## src/rtl/addshift_arbiter.sv

```systemverilog
// Two-requester round-robin front end sharing one (a + b) << SHIFT datapath,
// with a single-entry valid/ready result register and a handshake counter.
//
// state | meaning
// EMPTY | result register holds nothing, out_valid = 0
// FULL  | result register holds a result, out_valid = 1
module addshift_arbiter #(
   parameter int W     = 8,
   parameter int SHIFT = 1
) (
   input  logic         clk,
   input  logic         rst_n,
   input  logic         req0_valid,
   output logic         req0_ready,
   input  logic [W-1:0] req0_a,
   input  logic [W-1:0] req0_b,
   input  logic         req1_valid,
   output logic         req1_ready,
   input  logic [W-1:0] req1_a,
   input  logic [W-1:0] req1_b,
   output logic         out_valid,
   input  logic         out_ready,
   output logic [W:0]   out_result,
   output logic         out_id,
   output logic         out_ovf,
   output logic [15:0]  done_count
);

   localparam int WW = W + SHIFT + 1;

   typedef enum logic {EMPTY, FULL} state_t;

   state_t        state, state_nxt;
   logic          last_grant;
   logic          gnt_any, gnt_id;
   logic          space, accept, out_hs;
   logic [W-1:0]  op_a, op_b;
   logic [W:0]    sum;
   logic [WW-1:0] wide;
   logic [W:0]    res_nxt;
   logic          ovf_nxt;

   assign out_valid = (state == FULL);
   assign space     = !out_valid || out_ready;
   assign out_hs    = out_valid && out_ready;

   // On contention the requester that did not win last time gets the slot.
   assign gnt_any = req0_valid || req1_valid;
   assign gnt_id  = (req0_valid && req1_valid) ? !last_grant : req1_valid;

   assign req0_ready = space && gnt_any && !gnt_id;
   assign req1_ready = space && gnt_any && gnt_id;
   assign accept     = space && gnt_any;

   assign op_a = gnt_id ? req1_a : req0_a;
   assign op_b = gnt_id ? req1_b : req0_b;
   assign sum  = {1'b0, op_a} + {1'b0, op_b};

   // Widened shift keeps the bits pushed past the W+1 field so ovf can see them.
   assign wide    = WW'(sum) << SHIFT;
   assign res_nxt = wide[W:0];
   assign ovf_nxt = |(wide >> (W + 1));

   always_ff @(posedge clk or negedge rst_n) begin
      if (!rst_n) begin
         state <= EMPTY;
      end else begin
         state <= state_nxt;
      end
   end

   always_comb begin
      state_nxt = state;
      case (state)
         EMPTY: if (accept) state_nxt = FULL;
         FULL: begin
            if (accept)         state_nxt = FULL;
            else if (out_ready) state_nxt = EMPTY;
         end
         default: state_nxt = EMPTY;
      endcase
   end

   always_ff @(posedge clk or negedge rst_n) begin
      if (!rst_n) begin
         out_result <= '0;
         out_id     <= 1'b0;
         out_ovf    <= 1'b0;
         last_grant <= 1'b1;
      end else if (accept) begin
         out_result <= res_nxt;
         out_id     <= gnt_id;
         out_ovf    <= ovf_nxt;
         last_grant <= gnt_id;
      end
   end

   always_ff @(posedge clk or negedge rst_n) begin
      if (!rst_n) begin
         done_count <= '0;
      end else if (out_hs) begin
         done_count <= done_count + 16'd1;
      end
   end

endmodule

```

## config.mk

```make
export PLATFORM = sky130hd
export DESIGN_NAME = addshift_arbiter
export DESIGN_NICKNAME = d
export VERILOG_FILES = /design/src/rtl/addshift_arbiter.sv
export SDC_FILE = /design/constraint.sdc
export NUM_CORES = 1
export LEC_CHECK = 0
export CAP_MARGIN = 20
export CORE_MARGIN = 2
export CORE_UTILIZATION = 45
export CTS_BUF_LIST = sky130_fd_sc_hd__clkbuf_8
export DETAILED_ROUTE_END_ITERATION = 10
export GPL_TIMING_DRIVEN = 0
export PLACE_DENSITY = 0.82
export SYNTH_ARGS = -nofsm -noshare
export SYNTH_HDL_FRONTEND = slang
export SYNTH_SLANG_ARGS = --single-unit
```

## constraint.sdc

```tcl
create_clock -name clk -period 6.3 [get_ports clk]
set_clock_uncertainty 0.2 [all_clocks]
set_input_delay 1.26 -clock clk [delete_from_list [all_inputs] [get_ports clk]]
set_output_delay 1.26 -clock clk [all_outputs]
set_load 0.01 [all_outputs]
```

==> results.yml, run 1 <==
status:
  outcome: "completed"
clock_tree:
  cts_root_buf: "clkbuf_8"
  cts_setup_buffers: 0
  insertion_delay_ns: 0.27
  numCtsBuffers: 3
  cts.sinks: 28
  cts_resized: 0
  cts.htree.levels: 1
  hold_buffers: 0
  tritoncts: "done"
  cts_buffer_depth: 2
  clk_pin_slew_ns: 0.09
pwr:
  vdd_ir_drop_max_uv: 154.9
  power.density_nw_per_um2: 262.7
  p_int_mw: 0.4659
  p_comb_frac: 0.403
  p_seq_frac: 0.389
  leakage_nw: 1.092
  netSwitchingPower_mw: 0.2044
  clkPwrFrac: 0.208
  swShare: 0.3050
synth:
  syn_inst: 163
  synth_top_area_share: 0.3879
  synth_seq_area_share: 0.4030
  yosysMostFrequentCell: "dfrtp_1"
  synth_seq_cells: 28
  synth.largest_area_cell: "dfrtp_1"
  ys_types: 44
  ys_warn_count: 0
  synth_nets: 210
  async_reset_ff_frac: 1.000
  synth_edf_count: 0
  syn_area_sq_um: 1742
  netlist_top_cells_count: "dfrtp_1, mux2_2, xnor2_1, nand2_1, nor2_1"
  synth_area_per_cell_sq_um: 10.69
  synthTopCellsByArea: "dfrtp_1, mux2_2, ha_1"
  synth_top_flop_cell: "dfrtp_1"
floorplanning:
  fp.dieH_microns: 66.21
  ios: 67
  fp.coreArea_sq_um: 3689
  fp.dieW_microns: 66.21
  fp-row-count: 22
  dieArea_sq_um: 4384
  start_util: 0.4722
placement:
  hpwl_microns: 2893
  dpl.cell_count: 277
  numPortBuffers: 65
  pre_cts_slack_ns: 1.480
  gp_congestion: 0.8553
grt:
  grt_max_degree: 17
  grt_antenna_before_repair: 0
  grt-ovfl-total: 0
  use_met1: 0.2260
  grt.total_usage: 0.1775
  grt_pass1_vias: 1413
  gr-max-usage-layer: "met2"
  grt_pass1_wl_microns: 6154
  met2_usage: 0.3138
  grt_use_met3: 0.03407
sta:
  max_slew.worst_pin.slew_ns: 0.7119
  holdWs_ns: 0.2851
  slew_viol_final: 0
  fin_crit_ns: 4.711
  rsz0062_at_grt: "no"
  setup_viol_count_final: 0
  slew_headroom: 0.5239
  fin_tns_setup_ns: 0
  max_freq_mhz: 212.3
  finalHoldViolCount: 0
  timing.final.ws_setup_ns: 1.589
  post-route-period-util: 0.7478
cells_and_area:
  stdcell_count: 281
  area.growth.synth_to_final_pct: 46.48
  nFillCells: 300
  n_antenna_cell: 0
  postLayoutCoreUtil: 0.6917
  nNetsFinal: 281
  layout-drive-gt1-share: 0.1330
detailed_routing:
  drt-total-wl_microns: 3598
  firstDrtPassIters: 4
  postRouteAntennaNets: 0
  drt_iter0_drc: 50
  route.vias.total: 1469
  post_drt_wl_per_cell_microns: 12.80
  drc: 0
  viasPerCell: 5.228
setup_path:
  required_ns: 4.84
  path_max_fanout: 10
  critical_path_arrival_ns: 3.25
  worst_setup_path_end_kind: "output port"
  r2r_slack_ns: 2.96
  crit_type: "in2out"
  critPathLaunchType: "primary input"
worst_hold_path:
  min_path_type: "reg2reg"
flow_run:
  cap_violations: 0
[per-layer routing]
layer	share of wire	up-vias
li1	-	737
met1	0.43	687
met2	0.51	43
met3	0.051	2
met4	0.0044	0
met5	0	-
[layout make-up]
cell class                      count  area (sq um)  share of cell area
Sequential cell                    28         701.9              0.2751
Inverter                            2         7.507            0.002943
Clock buffer                        3         41.29             0.01618
Multi-Input combinational cell    127         997.2              0.3909
Tap cell                           48         60.06             0.02354
Clock inverter                      1         30.03             0.01177
Buffer                              6         35.03             0.01373
Timing Repair Buffer               66         678.2              0.2658
[worst max-delay path, cell delays in order]
cell and delay [ns]:
clkdlybuf4s50_1 0.43, nor2_1 0.34, or2_1 0.18, buf_6 0.14, clkbuf_1 0.33, nor2_1 0.08
clkdlybuf4s50_1 0.49
[sequential cells by signal, summed over array words and instances, names as in the netlist]
register    count
out_result      8
out_valid       1
out_ovf         1
done_count     16
out_id          1
last_grant      1
[worst paths after layout]
kind	start	to	cells after the start
hold / removal	out_id	out_id	1
min in group asynchronous	rst_n	done_count[12]	1
hold reg to reg	out_id	out_id	1
setup / recovery	req0_valid	req0_ready	7
max in group asynchronous	rst_n	last_grant	2
setup reg to reg	last_grant	out_result[7]	9
[cell usage in the layout, fill, tap and decap left out, drive strengths merged, types with 2 or more instances in the layout]
| cell type | count |
|---|---|
| clkdlybuf4s50 | 65 |
| xor2 | 5 |
| a211oi | 4 |
| clkbuf | 6 |
| and2 | 2 |
| ha | 9 |
| nand2b | 2 |
| a21oi | 4 |
| o211a | 2 |
| mux2 | 19 |
| or2 | 2 |
| inv | 2 |
| nor2 | 10 |
| a21o | 4 |
| nand3 | 8 |
| nand2 | 10 |
| dfrtp | 27 |
| a311oi | 2 |
| xnor2 | 12 |
| o21ai | 5 |
| buf | 4 |
| o21a | 2 |
| o31ai | 2 |
| nand4 | 5 |
[power by group through the flow]
stage | Combinational, mW | Clock, mW | Sequential, mW
3_3_place_gp | 0.266 | 0 | 0.263
2_1_floorplan | 0.121 | 0 | 0.277
4_1_cts | 0.273 | 0.142 | 0.262
3_5_place_dp | 0.271 | 0 | 0.265
5_1_grt | 0.299 | 0.150 | 0.267
6_report | 0.270 | 0.140 | 0.261
[cells by family (layout without fill, tap and decap cells)]
kind of cell	count (synthesis)	count (layout)	synth area share
AND/OR/NAND/NOR	48	48	0.1523
AO/OA/AOI/OAI	32	32	0.1336
flip-flops	28	28	0.4030
multiplexers	19	19	0.1228
XOR/XNOR	17	17	0.08549
adder cells (fa/ha/maj)	10	10	0.07615
buffers and inverters	8	78	0.02442
other	1	1	0.002153
[stage by stage]
step           total power, mW  instance area (sq um)
2_1_floorplan           0.3982                   1742
3_3_place_gp            0.5284                   2452
3_5_place_dp            0.5356                   2480
4_1_cts                 0.6767                   2551
5_1_grt                 0.7159                   2551
6_report                0.6703                   2551
(Power assumes the default switching activity.)
==> run 2, diff against run 1 <==
- clock period: 6.3 -> 4.45 ns (I/O delays scaled with it)
==> results of run 2 <==
Same layout as run 1 (identical final DEF). Status: completed.
Main changes from that run: setup slack after placement 1.480 ns -> 0.0002736 ns; setup slack after layout 1.589 ns -> 0.3664 ns; start point of the critical path req0_valid -> req1_valid; end point of the critical path req0_ready -> out_result[7]; register-to-register setup slack 2.96 ns -> 1.11 ns; total power 0.6703 mW -> 0.9490 mW; worst IR drop on VDD 154.9 uV -> 219.3 uV
==> run 3, diff against run 2 <==
- SLEW_MARGIN: default -> 20
==> results.yml, run 3 (synthesis gave the netlist of run 1 again) <==
status:
  outcome: "completed"
clock_tree:
  clk_pin_slew_ns: 0.10
  cts_buffer_depth: 2
  numCtsBuffers: 3
  hold_buffers: 0
  cts.sinks: 28
  cts_root_buf: "clkbuf_8"
  tritoncts: "done"
  cts.htree.levels: 1
  cts_setup_buffers: 0
  insertion_delay_ns: 0.27
  cts_resized: 0
detailed_routing:
  drc: 0
  route.vias.total: 1482
  postRouteAntennaNets: 0
  drt-total-wl_microns: 3600
  firstDrtPassIters: 4
  viasPerCell: 5.293
  post_drt_wl_per_cell_microns: 12.86
  drt_iter0_drc: 68
setup_path:
  path_max_fanout: 10
  path_cells: "clkdlybuf4s50_1 > a21boi_2 > buf_2 > mux2_2 > ha_1 > fa_1 > a211oi_1 > nor2_1 > a311oi_1 > o21ai_0"
  slowest_stage: "clkdlybuf4s50_1"
  r2r_slack_ns: 1.10
  path_buf_inv: 2
  critical_path_arrival_ns: 4.03
  required_ns: 4.39
  crit_type: "in2reg"
  worst_setup_path_end_kind: "flop"
  critPathLaunchType: "primary input"
  max_stage_delay_ns: 0.47
  cp_top_family: "compound AO/OA/AOI/OAI gates"
sta:
  max_slew.worst_pin.slew_ns: 0.6107
  rsz0062_at_grt: "no"
  setup_viol_count_final: 0
  finalHoldViolCount: 0
  max_freq_mhz: 244.6
  fin_crit_ns: 4.088
  slew_headroom: 0.5929
  slew_viol_final: 0
  post-route-period-util: 0.9187
cells_and_area:
  largest_reg_flops: 16
  nNetsFinal: 280
  nFillCells: 308
  ff_latch_area_sq_um: 701.9
  n_antenna_cell: 0
  multi_input_area_sq_um: 997.2
  postLayoutCellArea_sq_um: 2502
  layout-drive-gt1-share: 0.1336
  regMostFlops: "done_count"
  final_cell_mix: "clkdlybuf4s50_1, dfrtp_1, mux2_2, xnor2_1"
  layout_commonest_cell: "clkdlybuf4s50_1"
  top_regs: "done_count: 16 flops, out_result: 8 flops"
  stdcell_count: 280
  area.growth.synth_to_final_pct: 43.68
placement:
  gp_congestion: 0.8553
  dpl.cell_count: 276
  placedInstanceArea_sq_um: 2447
  hpwl_microns: 2835
  numPortBuffers: 65
floorplanning:
  fp.coreArea_sq_um: 3689
  start_util: 0.4722
  dieArea_sq_um: 4384
  fp-row-count: 22
  ios: 67
  fp.dieH_microns: 66.21
  fp.dieW_microns: 66.21
pwr:
  power.density_nw_per_um2: 361.4
  leakage_nw: 1.073
  vdd_ir_drop_max_uv: 210.2
grt:
  grt.total_usage: 0.1760
  grt-ovfl-total: 0
  grt_max_degree: 29
  grt_pass1_wl_microns: 6058
  grt_pass1_vias: 1413
  grt_antenna_before_repair: 0
flow_run:
  cap_violations: 0
worst_hold_path:
  min_path_type: "reg2reg"
run 3: cell count changes in the layout (fill, tap and decap cells not counted):
cell	change
bufinv_16	-1
buf_2	+1
clkbuf_8	+1
clkdlybuf4s50_1	-1
buf_16	-1
run 3: final timing paths:
kind                                startpoint        endpoint  cells after the start
worst max-delay path                req1_valid   out_result[7]                     10
worst min-delay path            done_count[15]  done_count[15]                      1
worst max register to register      last_grant   out_result[7]                      9
worst min register to register  done_count[15]  done_count[15]                      1
max in group asynchronous                rst_n          out_id                      1
min in group asynchronous                rst_n   done_count[9]                      1
run 3: metal layers:
metal	global-route usage	up-vias	wire length, microns
li1	-	730	-
met3	0.03578	4	224
met4	0.04592	0	29
met2	0.3063	51	1879
met5	0	-	0
met1	0.2207	697	1466
run 3: area by class of cell:
class	count	area share
Tap cell	48	0.02400
Buffer	6	0.01400
Inverter	2	0.003000
Clock buffer	4	0.02200
Sequential cell	28	0.2805
Timing Repair Buffer	65	0.2580
Multi-Input combinational cell	127	0.3985
run 3: per-stage QoR:
step | hold slack (ns) | setup TNS [ns] | setup slack (ns) | total power [mW] | util
2_1_floorplan | 0.3012 | 0 | 0.8942 | 0.5637 | -
3_3_place_gp | 0.2611 | 0 | 0.02497 | 0.7480 | 0.6649
3_5_place_dp | 0.2711 | -0.001492 | -0.001492 | 0.7559 | 0.6635
4_1_cts | 0.2916 | 0 | 0.3163 | 0.9159 | 0.6784
5_1_grt | 0.3046 | 0 | 0.1027 | 0.9674 | 0.6784
6_report | 0.2833 | 0 | 0.3619 | 0.9044 | 0.6784
run 3: where the power goes:
group,internal [mW],switching (mW),total [mW]
clock network,0.0792,0.0769,0.156
logic,0.224,0.157,0.380
registers,0.313,0.0554,0.368
total,0.616,0.289,0.904
run 3: worst reg2reg max path: stages (launching register included):
cell      delay [ns]
dfstp_2         0.38
a21boi_2        0.37
buf_2           0.33
mux2_2          0.36
ha_1            0.24
fa_1            0.44
a211oi_1        0.39
nor2_1          0.11
a311oi_1        0.29
o21ai_0         0.11
